`src/rtl/mips32i_fetch_unit_if.sv`:
```
// Fetch-stage bus bundle: redirect input, instruction-memory handshake and decode-side queue head.
// Optional macro FETCH_ALIGN_CHK_EN adds the sticky if_misalign flag.
interface mips32i_fetch_unit_if;
   logic [31:0] next_PC;
   logic        redirect;
   logic        imem_req;
   logic [31:0] imem_addr;
   logic        imem_ack;
   logic [31:0] imem_rdata;
   logic        if_valid;
   logic [31:0] if_instr;
   logic [31:0] if_PC_plus4;
   logic        if_ready;
   logic [31:0] fetch_PC;
`ifdef FETCH_ALIGN_CHK_EN
   logic        if_misalign;
`endif

   modport master (
      input  next_PC,
      input  redirect,
      input  imem_ack,
      input  imem_rdata,
      input  if_ready,
      output imem_req,
      output imem_addr,
      output if_valid,
      output if_instr,
      output if_PC_plus4,
      output fetch_PC
`ifdef FETCH_ALIGN_CHK_EN
      , output if_misalign
`endif
   );

   modport slave (
      output next_PC,
      output redirect,
      output imem_ack,
      output imem_rdata,
      output if_ready,
      input  imem_req,
      input  imem_addr,
      input  if_valid,
      input  if_instr,
      input  if_PC_plus4,
      input  fetch_PC
`ifdef FETCH_ALIGN_CHK_EN
      , input if_misalign
`endif
   );
endinterface

```
`src/rtl/mips32i_fetch_unit.sv`:
```
// MIPS32 instruction-fetch stage: fetch PC, single-outstanding imem reads, small FIFO toward decode.
// Optional macro FETCH_ALIGN_CHK_EN: misaligned redirect targets raise if_misalign and halt fetch.
//
// state      | meaning
// -----------+------------------------------------------------------------
// ST_FETCH   | normal sequential fetch, request issued while a slot is free
// ST_DISCARD | stale request in flight after redirect; its data is dropped
// ST_HALT    | misaligned redirect seen; no fetch until reset (option only)
module mips32i_fetch_unit #(
   parameter logic [31:0] RESET_PC = 32'h0000_0000,
   parameter int          QDEPTH   = 2
) (
   input logic                  clk,
   input logic                  rst,
   mips32i_fetch_unit_if.master fetch_if
);
   localparam int PW = $clog2(QDEPTH);
   localparam int CW = PW + 1;
   localparam logic [CW-1:0] QDEPTH_C = CW'(QDEPTH);

   typedef enum logic [1:0] {
      ST_FETCH   = 2'd0,
      ST_DISCARD = 2'd1
`ifdef FETCH_ALIGN_CHK_EN
      , ST_HALT  = 2'd2
`endif
   } state_t;

   state_t        state_q, state_d;
   logic [31:0]   fetch_pc_q, fetch_pc_d;
   logic [31:0]   pend_pc_q, pend_pc_d;
   logic          outst_q, outst_d;
   logic [CW-1:0] count_q, count_d;
   logic [PW-1:0] rd_ptr_q, rd_ptr_d;
   logic [PW-1:0] wr_ptr_q, wr_ptr_d;
   logic [31:0]   instr_q [QDEPTH];
   logic [31:0]   pc4_q   [QDEPTH];

   logic          req;
   logic          push;
   logic          pop;
   logic          flush;
   logic          misalign_hit;
   logic [31:0]   redir_target;

   assign redir_target = fetch_if.next_PC & 32'hFFFF_FFFC;

`ifdef FETCH_ALIGN_CHK_EN
   logic misalign_q, misalign_d;
   assign misalign_hit = fetch_if.redirect && (fetch_if.next_PC[1:0] != 2'b00);
`else
   assign misalign_hit = 1'b0;
`endif

   always_comb begin
      state_d    = state_q;
      fetch_pc_d = fetch_pc_q;
      pend_pc_d  = pend_pc_q;
      outst_d    = outst_q;
      req        = 1'b0;
      push       = 1'b0;
      flush      = 1'b0;
`ifdef FETCH_ALIGN_CHK_EN
      misalign_d = misalign_q;
`endif
      case (state_q)
         ST_FETCH: begin
            // an issued request is held until ack even if the queue filled meanwhile
            req = outst_q || (count_q < QDEPTH_C);
            if (fetch_if.redirect) begin
               flush = 1'b1;
               if (misalign_hit) begin
`ifdef FETCH_ALIGN_CHK_EN
                  state_d    = ST_HALT;
                  misalign_d = 1'b1;
`endif
                  outst_d = 1'b0;
               end else if (req && !fetch_if.imem_ack) begin
                  state_d   = ST_DISCARD;
                  pend_pc_d = redir_target;
                  outst_d   = 1'b1;
               end else begin
                  fetch_pc_d = redir_target;
                  outst_d    = 1'b0;
               end
            end else if (req && fetch_if.imem_ack) begin
               push       = 1'b1;
               fetch_pc_d = fetch_pc_q + 32'd4;
               outst_d    = 1'b0;
            end else begin
               outst_d = req;
            end
         end
         ST_DISCARD: begin
            req = 1'b1;
            if (fetch_if.redirect) begin
               flush = 1'b1;
               if (misalign_hit) begin
`ifdef FETCH_ALIGN_CHK_EN
                  state_d    = ST_HALT;
                  misalign_d = 1'b1;
`endif
                  outst_d = 1'b0;
               end else if (fetch_if.imem_ack) begin
                  state_d    = ST_FETCH;
                  fetch_pc_d = redir_target;
                  outst_d    = 1'b0;
               end else begin
                  pend_pc_d = redir_target;
               end
            end else if (fetch_if.imem_ack) begin
               state_d    = ST_FETCH;
               fetch_pc_d = pend_pc_q;
               outst_d    = 1'b0;
            end
         end
         default: begin
            req     = 1'b0;
            outst_d = 1'b0;
         end
      endcase
   end

   assign pop = (count_q != '0) && fetch_if.if_ready && !flush;

   always_comb begin
      rd_ptr_d = rd_ptr_q;
      wr_ptr_d = wr_ptr_q;
      count_d  = count_q;
      if (flush) begin
         rd_ptr_d = '0;
         wr_ptr_d = '0;
         count_d  = '0;
      end else begin
         if (push) wr_ptr_d = wr_ptr_q + PW'(1);
         if (pop)  rd_ptr_d = rd_ptr_q + PW'(1);
         count_d = count_q + CW'(push) - CW'(pop);
      end
   end

   always_ff @(posedge clk) begin
      if (rst) begin
         state_q    <= ST_FETCH;
         fetch_pc_q <= RESET_PC;
         pend_pc_q  <= RESET_PC;
         outst_q    <= 1'b0;
         count_q    <= '0;
         rd_ptr_q   <= '0;
         wr_ptr_q   <= '0;
      end else begin
         state_q    <= state_d;
         fetch_pc_q <= fetch_pc_d;
         pend_pc_q  <= pend_pc_d;
         outst_q    <= outst_d;
         count_q    <= count_d;
         rd_ptr_q   <= rd_ptr_d;
         wr_ptr_q   <= wr_ptr_d;
      end
   end

   // queue payload needs no reset; count_q qualifies every entry
   always_ff @(posedge clk) begin
      if (push) begin
         instr_q[wr_ptr_q] <= fetch_if.imem_rdata;
         pc4_q[wr_ptr_q]   <= fetch_pc_q + 32'd4;
      end
   end

`ifdef FETCH_ALIGN_CHK_EN
   always_ff @(posedge clk) begin
      if (rst) misalign_q <= 1'b0;
      else     misalign_q <= misalign_d;
   end
   assign fetch_if.if_misalign = misalign_q;
`endif

   assign fetch_if.imem_req    = req && !rst;
   assign fetch_if.imem_addr   = fetch_pc_q;
   assign fetch_if.fetch_PC    = fetch_pc_q;
   assign fetch_if.if_valid    = (count_q != '0);
   assign fetch_if.if_instr    = instr_q[rd_ptr_q];
   assign fetch_if.if_PC_plus4 = pc4_q[rd_ptr_q];
endmodule

```
`src/flat_wrapper.sv`:
```
// flat-port wrapper written by rule: the top's interface ports become plain ports
module mips32i_fetch_unit_flat 
#(
   parameter logic [31:0] RESET_PC = 32'h0000_0000,
   parameter int          QDEPTH   = 2
)
  (clk, rst, fetch_if_next_PC, fetch_if_redirect, fetch_if_imem_ack, fetch_if_imem_rdata, fetch_if_if_ready, fetch_if_imem_req, fetch_if_imem_addr, fetch_if_if_valid, fetch_if_if_instr, fetch_if_if_PC_plus4, fetch_if_fetch_PC);
  mips32i_fetch_unit_if fetch_if_i ();
  input logic clk;
  input logic rst;
  input wire logic [$bits(fetch_if_i.next_PC)-1:0] fetch_if_next_PC;
  input wire logic [$bits(fetch_if_i.redirect)-1:0] fetch_if_redirect;
  input wire logic [$bits(fetch_if_i.imem_ack)-1:0] fetch_if_imem_ack;
  input wire logic [$bits(fetch_if_i.imem_rdata)-1:0] fetch_if_imem_rdata;
  input wire logic [$bits(fetch_if_i.if_ready)-1:0] fetch_if_if_ready;
  output wire logic [$bits(fetch_if_i.imem_req)-1:0] fetch_if_imem_req;
  output wire logic [$bits(fetch_if_i.imem_addr)-1:0] fetch_if_imem_addr;
  output wire logic [$bits(fetch_if_i.if_valid)-1:0] fetch_if_if_valid;
  output wire logic [$bits(fetch_if_i.if_instr)-1:0] fetch_if_if_instr;
  output wire logic [$bits(fetch_if_i.if_PC_plus4)-1:0] fetch_if_if_PC_plus4;
  output wire logic [$bits(fetch_if_i.fetch_PC)-1:0] fetch_if_fetch_PC;
  assign fetch_if_i.next_PC = fetch_if_next_PC;
  assign fetch_if_i.redirect = fetch_if_redirect;
  assign fetch_if_i.imem_ack = fetch_if_imem_ack;
  assign fetch_if_i.imem_rdata = fetch_if_imem_rdata;
  assign fetch_if_i.if_ready = fetch_if_if_ready;
  assign fetch_if_imem_req = fetch_if_i.imem_req;
  assign fetch_if_imem_addr = fetch_if_i.imem_addr;
  assign fetch_if_if_valid = fetch_if_i.if_valid;
  assign fetch_if_if_instr = fetch_if_i.if_instr;
  assign fetch_if_if_PC_plus4 = fetch_if_i.if_PC_plus4;
  assign fetch_if_fetch_PC = fetch_if_i.fetch_PC;
  mips32i_fetch_unit #(.RESET_PC(RESET_PC), .QDEPTH(QDEPTH)) u_core (.clk(clk), .rst(rst), .fetch_if(fetch_if_i));
endmodule
```
`config.mk`:
```
export PLATFORM = sky130hd
export DESIGN_NAME = mips32i_fetch_unit_flat
export DESIGN_NICKNAME = d
export VERILOG_FILES = /design/src/rtl/mips32i_fetch_unit_if.sv /design/src/rtl/mips32i_fetch_unit.sv /design/src/flat_wrapper.sv
export SDC_FILE = /design/constraint.sdc
export NUM_CORES = 1
export LEC_CHECK = 0
export BUFFER_PORTS_ARGS = -buffer_cell sky130_fd_sc_hd__buf_2
export CORE_UTILIZATION = 35
export CTS_CLUSTER_DIAMETER = 60
export DETAILED_ROUTE_END_ITERATION = 10
export PLACE_DENSITY_LB_ADDON = 0.25
export SLEW_MARGIN = 20
export SYNTH_ARGS = -nofsm -noshare
export SYNTH_HDL_FRONTEND = slang
export SYNTH_SLANG_ARGS = --single-unit
```
`constraint.sdc`:
```
create_clock -name clk -period 7.66 [get_ports clk]
set_clock_uncertainty 0.05 [all_clocks]
set_input_delay 0.766 -clock clk [delete_from_list [all_inputs] [get_ports clk]]
set_output_delay 0.766 -clock clk [all_outputs]
set_load 0.01 [all_outputs]
```
---- Word-level counts from Yosys, hierarchy flattened ----
Memory sizes are Yosys's and may differ from the RTL's. A register that Yosys moved wholly into a read port is not among the register bits.
Index checks and enable logic that the tools add are counted.
word-level totals
  register bits after elaboration ......... 71
  RAM bits ................................ 128
  input bits .............................. 69
  output and inout port bits .............. 130
  logic and storage cells ................. 73
  memories kept ........................... 2
memory list
  memory          words  bits a word  read ports  clocked after Yosys merged registers in  write ports  line                      text
  u_core.instr_q  2      32           1           1                                        1            mips32i_fetch_unit.sv:36  logic [31:0] instr_q [QDEPTH];
  u_core.pc4_q    2      32           1           1                                        1            mips32i_fetch_unit.sv:37  logic [31:0] pc4_q [QDEPTH];
cells by class
  add/subtract/negate cells ............... 5
  $lt $le $gt $ge ......................... 1
  equal/unequal tests ..................... 8
  muxes and demuxes ....................... 33
  reductions and logical operators ........ 17
operators with widths
  cell                                                                     number
  32-bit 2-to-1 mux                                                        10
  32-bit case mux with 2 select lines                                      2
  32-bit by 3-bit adder with 32-bit output, second input constant          1
  1-bit 2-to-1 mux                                                         15
  2-bit inequality test, second input constant                             4
  4-bit AND reduction                                                      2
  2-bit 2-to-1 mux                                                         3
  1-bit logical AND                                                        5
  5-bit AND reduction                                                      1
  1-bit case mux with 2 select lines                                       2
  2-bit case mux with 2 select lines                                       1
  2-bit nonzero test                                                       2
  2-bit OR reduction                                                       2
  1-bit zero test                                                          3
  3-bit by 2-bit inequality test with 1-bit output, second input constant  1
  3-bit inequality test, second input constant                             1
  1-bit adder, second input constant                                       2
  2-bit by 1-bit adder with 2-bit output                                   1
  2-bit by 1-bit == test with 1-bit output, second input constant          1
  2-bit zero test                                                          1
  2-bit less-than comparator, second input constant                        1
  2-bit by 1-bit inequality test with 1-bit output, second input constant  1
  2-bit by 1-bit subtractor with 2-bit output                              1
  1-bit logical OR                                                         1

---- Logic depth before layout (Yosys ltp) ----
  depth in word-level cells ............... 8
  mapped depth ............................ 10
  mapped depth without buffers ............ 9

---- Worst setup path after synthesis ----
OpenSTA, ideal clock, no wires.
  kind .................................... in2reg
  start ................................... input fetch_if_redirect
  end ..................................... memory u_core.instr_q[0][0] (enable)
  library setup time ...................... 558 ps
  arrival time ............................ 5749 ps
  data required time ...................... 7052 ps
  setup slack ............................. 1303 ps
  cell stages on the path ................. 4
  path buffers ............................ 2
  cells stage by stage .................... or2_2 > clkbuf_1 > clkbuf_1 > nor3_1
between the ends
  cells in the longest elaborated chain, start to end .. 4
RTL lines
  what                                    line                       text
  start, declared                         flat_wrapper.sv:12         input wire logic [$bits(fetch_if_i.redirect)-1:0] fetch_if_redirect;
  1-bit 2-to-1 mux                        mips32i_fetch_unit.sv:70   if (fetch_if.redirect) begin
  1-bit 2-to-1 mux                        mips32i_fetch_unit.sv:66   case (state_q)
  1-bit 2-to-1 mux                        mips32i_fetch_unit.sv:163  if (push) begin
  1-bit 2-to-1 mux (implied by the code)  mips32i_fetch_unit.sv:164  instr_q[wr_ptr_q] <= fetch_if.imem_rdata;
  end, declared                           mips32i_fetch_unit.sv:36
Every way passes these cells.

---- Worst setup path in the final report ----
  start ................................... input fetch_if_redirect
  end ..................................... memory u_core.pc4_q[1][8] (enable)
between the ends
  cells in the longest elaborated chain, start to end .. 4
RTL lines
  what                                    line                       text
  1-bit 2-to-1 mux                        mips32i_fetch_unit.sv:70
  1-bit 2-to-1 mux                        mips32i_fetch_unit.sv:66
  1-bit 2-to-1 mux                        mips32i_fetch_unit.sv:163
  1-bit 2-to-1 mux (implied by the code)  mips32i_fetch_unit.sv:165  pc4_q[wr_ptr_q] <= fetch_pc_q + 32'd4;
  end, declared                           mips32i_fetch_unit.sv:37
Every way passes these cells.

==> results.md <==
- First-pass GRT wire length: 31900 um
- Hold depth: 2
- Peak supply drop: 0.000110 V
- Final hold vios: 0
- Crit share post-route: 42.4%
- Final Setup Violations: 0
- Via count: 6166
- Nets: 976
- Share of the synthesized area in the top cell type: 43.3%
- Final core occ: a little over two fifths
- Number of buffers added on ports: 190
- Async SR Flop Fraction: 0%
- Cells after Synth: roughly 770
- Combinational share of power: 9.3%
- Avg Inst Size Synth: 11.2 um2
- Worst setup margin: 4.41 ns
- # hold bufs at CTS: 0
- I/O Pins: 199
- Startpoint types: input pin
- GRT Total Usage: between 15 and 20%
- Switch Pwr: roughly 0.56 mW
- FF/Latch Area: 5070 um2
- Synth warnings: 0
- DRT met1 WL: 10200 um
- Count of cell types in the netlist: 46
- Met3 WL: 1320 um
- CP Launch Point: fetch_if_redirect
- Fin crit period: 3.25 ns
- Core box area: between 20000 and 25000 um2
- Root Driver: clkbuf_16
- FF-to-FF setup slack: between 4 and 5 ns
- CP required: between 7 and 8 ns
- Top layer in use: met4
- Synthesis-to-finish area growth: 19.1%
- Pre-Repair DR Iteration Count: 6
- Clk sinks: 191
- Clk_lat worst skew: ~0.43 ns
- Multi-input logic area: between 3000 and 4000 um2
- Total die area: 25200 um2
- Slew @ Worst Pin: between 0.9 and 1 ns
- Cts repair resizes: 0
- Hold Slack: 0.401 ns
- Post-CTS setup buffers: 0
- Cell with the most instances after synthesis: edfxtp_1
- Drc violations: 0
- Synthesized cell area: 8590 um2
- Worst slew margin: 39.2%
- Crit end category: register
- Commonest cells in the netlist: edfxtp_1, nand2_1, dfxtp_1, mux2_2, a21oi_1
- ANT cells: 0
- HP Start: u_core.pend_pc_q[16]$_SDFFE_PP0P_
- Worst Path Arrival: ~3.3 ns
- Max-cap viol count: 0
- Starting Density: 36.2%
- Vias in the first global route: about 5600
- Tot Pwr: 2.33 mW
- Clock transition at path regs: 0.07 ns
- Routability congestion estimate: about 0.8
- Dominant synthesized flop cell: edfxtp_1
- GRT Residual Overflow: 0
- Peak Freq: a little over 300 MHz
- Largest area contributor in the netlist: edfxtp_1
- Seq cells post-synth: 191
- Cts bufs inserted: 17
- H-tree Lvls: 4
- Post-place setup slack: 3.94 ns
- Number of synthesized flops with an enable pin: 124
- Sequential share of power: 50.3%
- HP Class: reg -> reg
- Largest net degree at the start of global routing: 71
- Critical Path Fanout Max: between 50 and 60
- Setup TNS: 0 ns
- Die width: around 160 um
- Crit path kind: in -> reg
- RSZ-0062 raised after global routing: no
- CTS Buffer Depth: 2
- Pint: 1.78 mW
- FF-to-FF Start: u_core.count_q[1]$_SDFF_PP0_
- DP Wirelength: 14100 um
- Routed length per instance: 17.4 um
- Cell Rows: 56
- Drt total wl: 21500 um
- Switch share: 23.9%
- Sequential-to-total area share from yosys stat: 58.9%
- Worst R2R End: u_core.pc4_q[1][8]$_DFFE_PP_
- Initial antenna violation count: 0
- Synth area leaders: edfxtp_1, dfxtp_1, mux2_2, nand2_1, a21oi_1
- Final slew viol count: 0
- Pwr per Cell Area: 228 nW/um2
- Remaining antenna violation count: 0
- TritonCTS clock tree: done
- Outcome: finished clean
- Pleak: slightly below 4 nW
- Vias/cell: 4.99
- R2R cell count: 4
- Die Y: between 150 and 200 um
- Layout cells sized above 1: about a third
- Initial drt markers: roughly 500
- DR WL met2: 9670 um
- Worst Hold End: u_core.pend_pc_q[16]$_SDFFE_PP0P_
- Fill count: 2336
- Clk pwr share: ~40%
[metal layers]
layer	GRT usage, %	up-vias
met5	0	-
met4	4.58	0
met3	4.06	25
met2	25.8	199
met1	24.0	2938
li1	-	3004
[logic make-up (layout without fill, tap and decap cells)]
| logic type | count (synthesis) | count (layout) | synth area share, % |
|---|---|---|---|
| other | 1 | 6 | 0.0436 |
| DFF | 191 | 191 | 58.9 |
| xor gates and xnor gates | 32 | 32 | 3.26 |
| AOI/OAI and AO/OA | 143 | 143 | 10.1 |
| adders and majority gates | 3 | 3 | 0.437 |
| muxes | 70 | 70 | 9.09 |
| buffers and inverters | 97 | 244 | 5.85 |
| and+or+nand+nor | 228 | 228 | 12.3 |
[cells in the final DEF (no fill, tap or decap), types with 3 or more instances in the layout]
| cell type | netlist | layout |
|---|---|---|
| a211oi_1 | 9 | 9 |
| or2_2 | 3 | 3 |
| conb_1 | 1 | 6 |
| nand2b_1 | 4 | 4 |
| and4_1 | 7 | 7 |
| nor4_1 | 7 | 7 |
| nor2_1 | 38 | 38 |
| mux2_2 | 64 | 64 |
| buf_2 | 3 | 190 |
| clkbuf_16 | 0 | 20 |
| dfxtp_1 | 67 | 66 |
| a21oi_1 | 63 | 63 |
| nand4_1 | 5 | 5 |
| o21ai_0 | 33 | 33 |
| nand2_1 | 108 | 108 |
| xor2_1 | 14 | 14 |
| and3_1 | 11 | 10 |
| or3_1 | 5 | 5 |
| o211ai_1 | 4 | 4 |
| ha_1 | 3 | 3 |
| nor3_1 | 14 | 12 |
| buf_4 | 36 | 9 |
| xnor2_1 | 18 | 18 |
| a31oi_1 | 8 | 8 |
| inv_1 | 12 | 12 |
| edfxtp_1 | 124 | 124 |
| a41o_1 | 4 | 4 |
| o31a_1 | 3 | 3 |
| and2_1 | 4 | 4 |
| a2bb2oi_1 | 4 | 4 |
| nand3_1 | 17 | 17 |
| o311ai_0 | 4 | 4 |
| mux2i_1 | 6 | 5 |
[registers in the layout (all words and copies together) (netlist names), named ones only]
register and flops:
u_core.state_q 1, u_core.rd_ptr_q 1, u_core.instr_q 64, u_core.fetch_if.fetch_PC 30, u_core.pc4_q 60, u_core.pend_pc_q 30
u_core.wr_ptr_q 1, u_core.outst_q 1, u_core.count_q 2
[critical path, cell delays in order]
cell and delay [ns]:
buf_2 0.08, buf_4 0.44, mux2_2 0.73, and3_2 0.54
buf_4 0.62
[per-stage QoR]
step | std cells | area, um2
detailed placement | 1204 | 9600
global route | 1236 | 10200
global placement | 1203 | 9590
CTS | 1236 | 10200
floorplan | 770 | 8610
finish | 1236 | 10200
[final cells by class]
class	count	share of cell area, %
timing repair buffer	200	10.1
clock buffer	23	5.01
tap	319	3.90
clock inverter	9	1.15
multi-input combinational	482	29.9
inverter	12	0.440
sequential	191	49.5
[how the worst max path moves through the flow]
stage,depth (start not counted),end,slack (ns)
floorplan,4,u_core.instr_q[0][0]$_DFFE_PP_,1.30
global placement,5,u_core.pc4_q[1][5]$_DFFE_PP_,3.93
detailed placement,5,u_core.pc4_q[1][5]$_DFFE_PP_,3.94
CTS,5,u_core.pc4_q[1][8]$_DFFE_PP_,4.39
global route,5,u_core.instr_q[1][19]$_DFFE_PP_,4.24
finish,5,u_core.pc4_q[1][8]$_DFFE_PP_,4.41
[power groups by stage]
stage | Sequential (mW) | Clock (mW) | Combinational, mW
floorplan | 1.19 | 0 | 0.142
global placement | 1.20 | 0 | 0.216
detailed placement | 1.20 | 0 | 0.219
CTS | 1.17 | 0.964 | 0.220
global route | 1.18 | 1.01 | 0.242
finish | 1.17 | 0.943 | 0.218
Power figures use the tool's default switching activity.
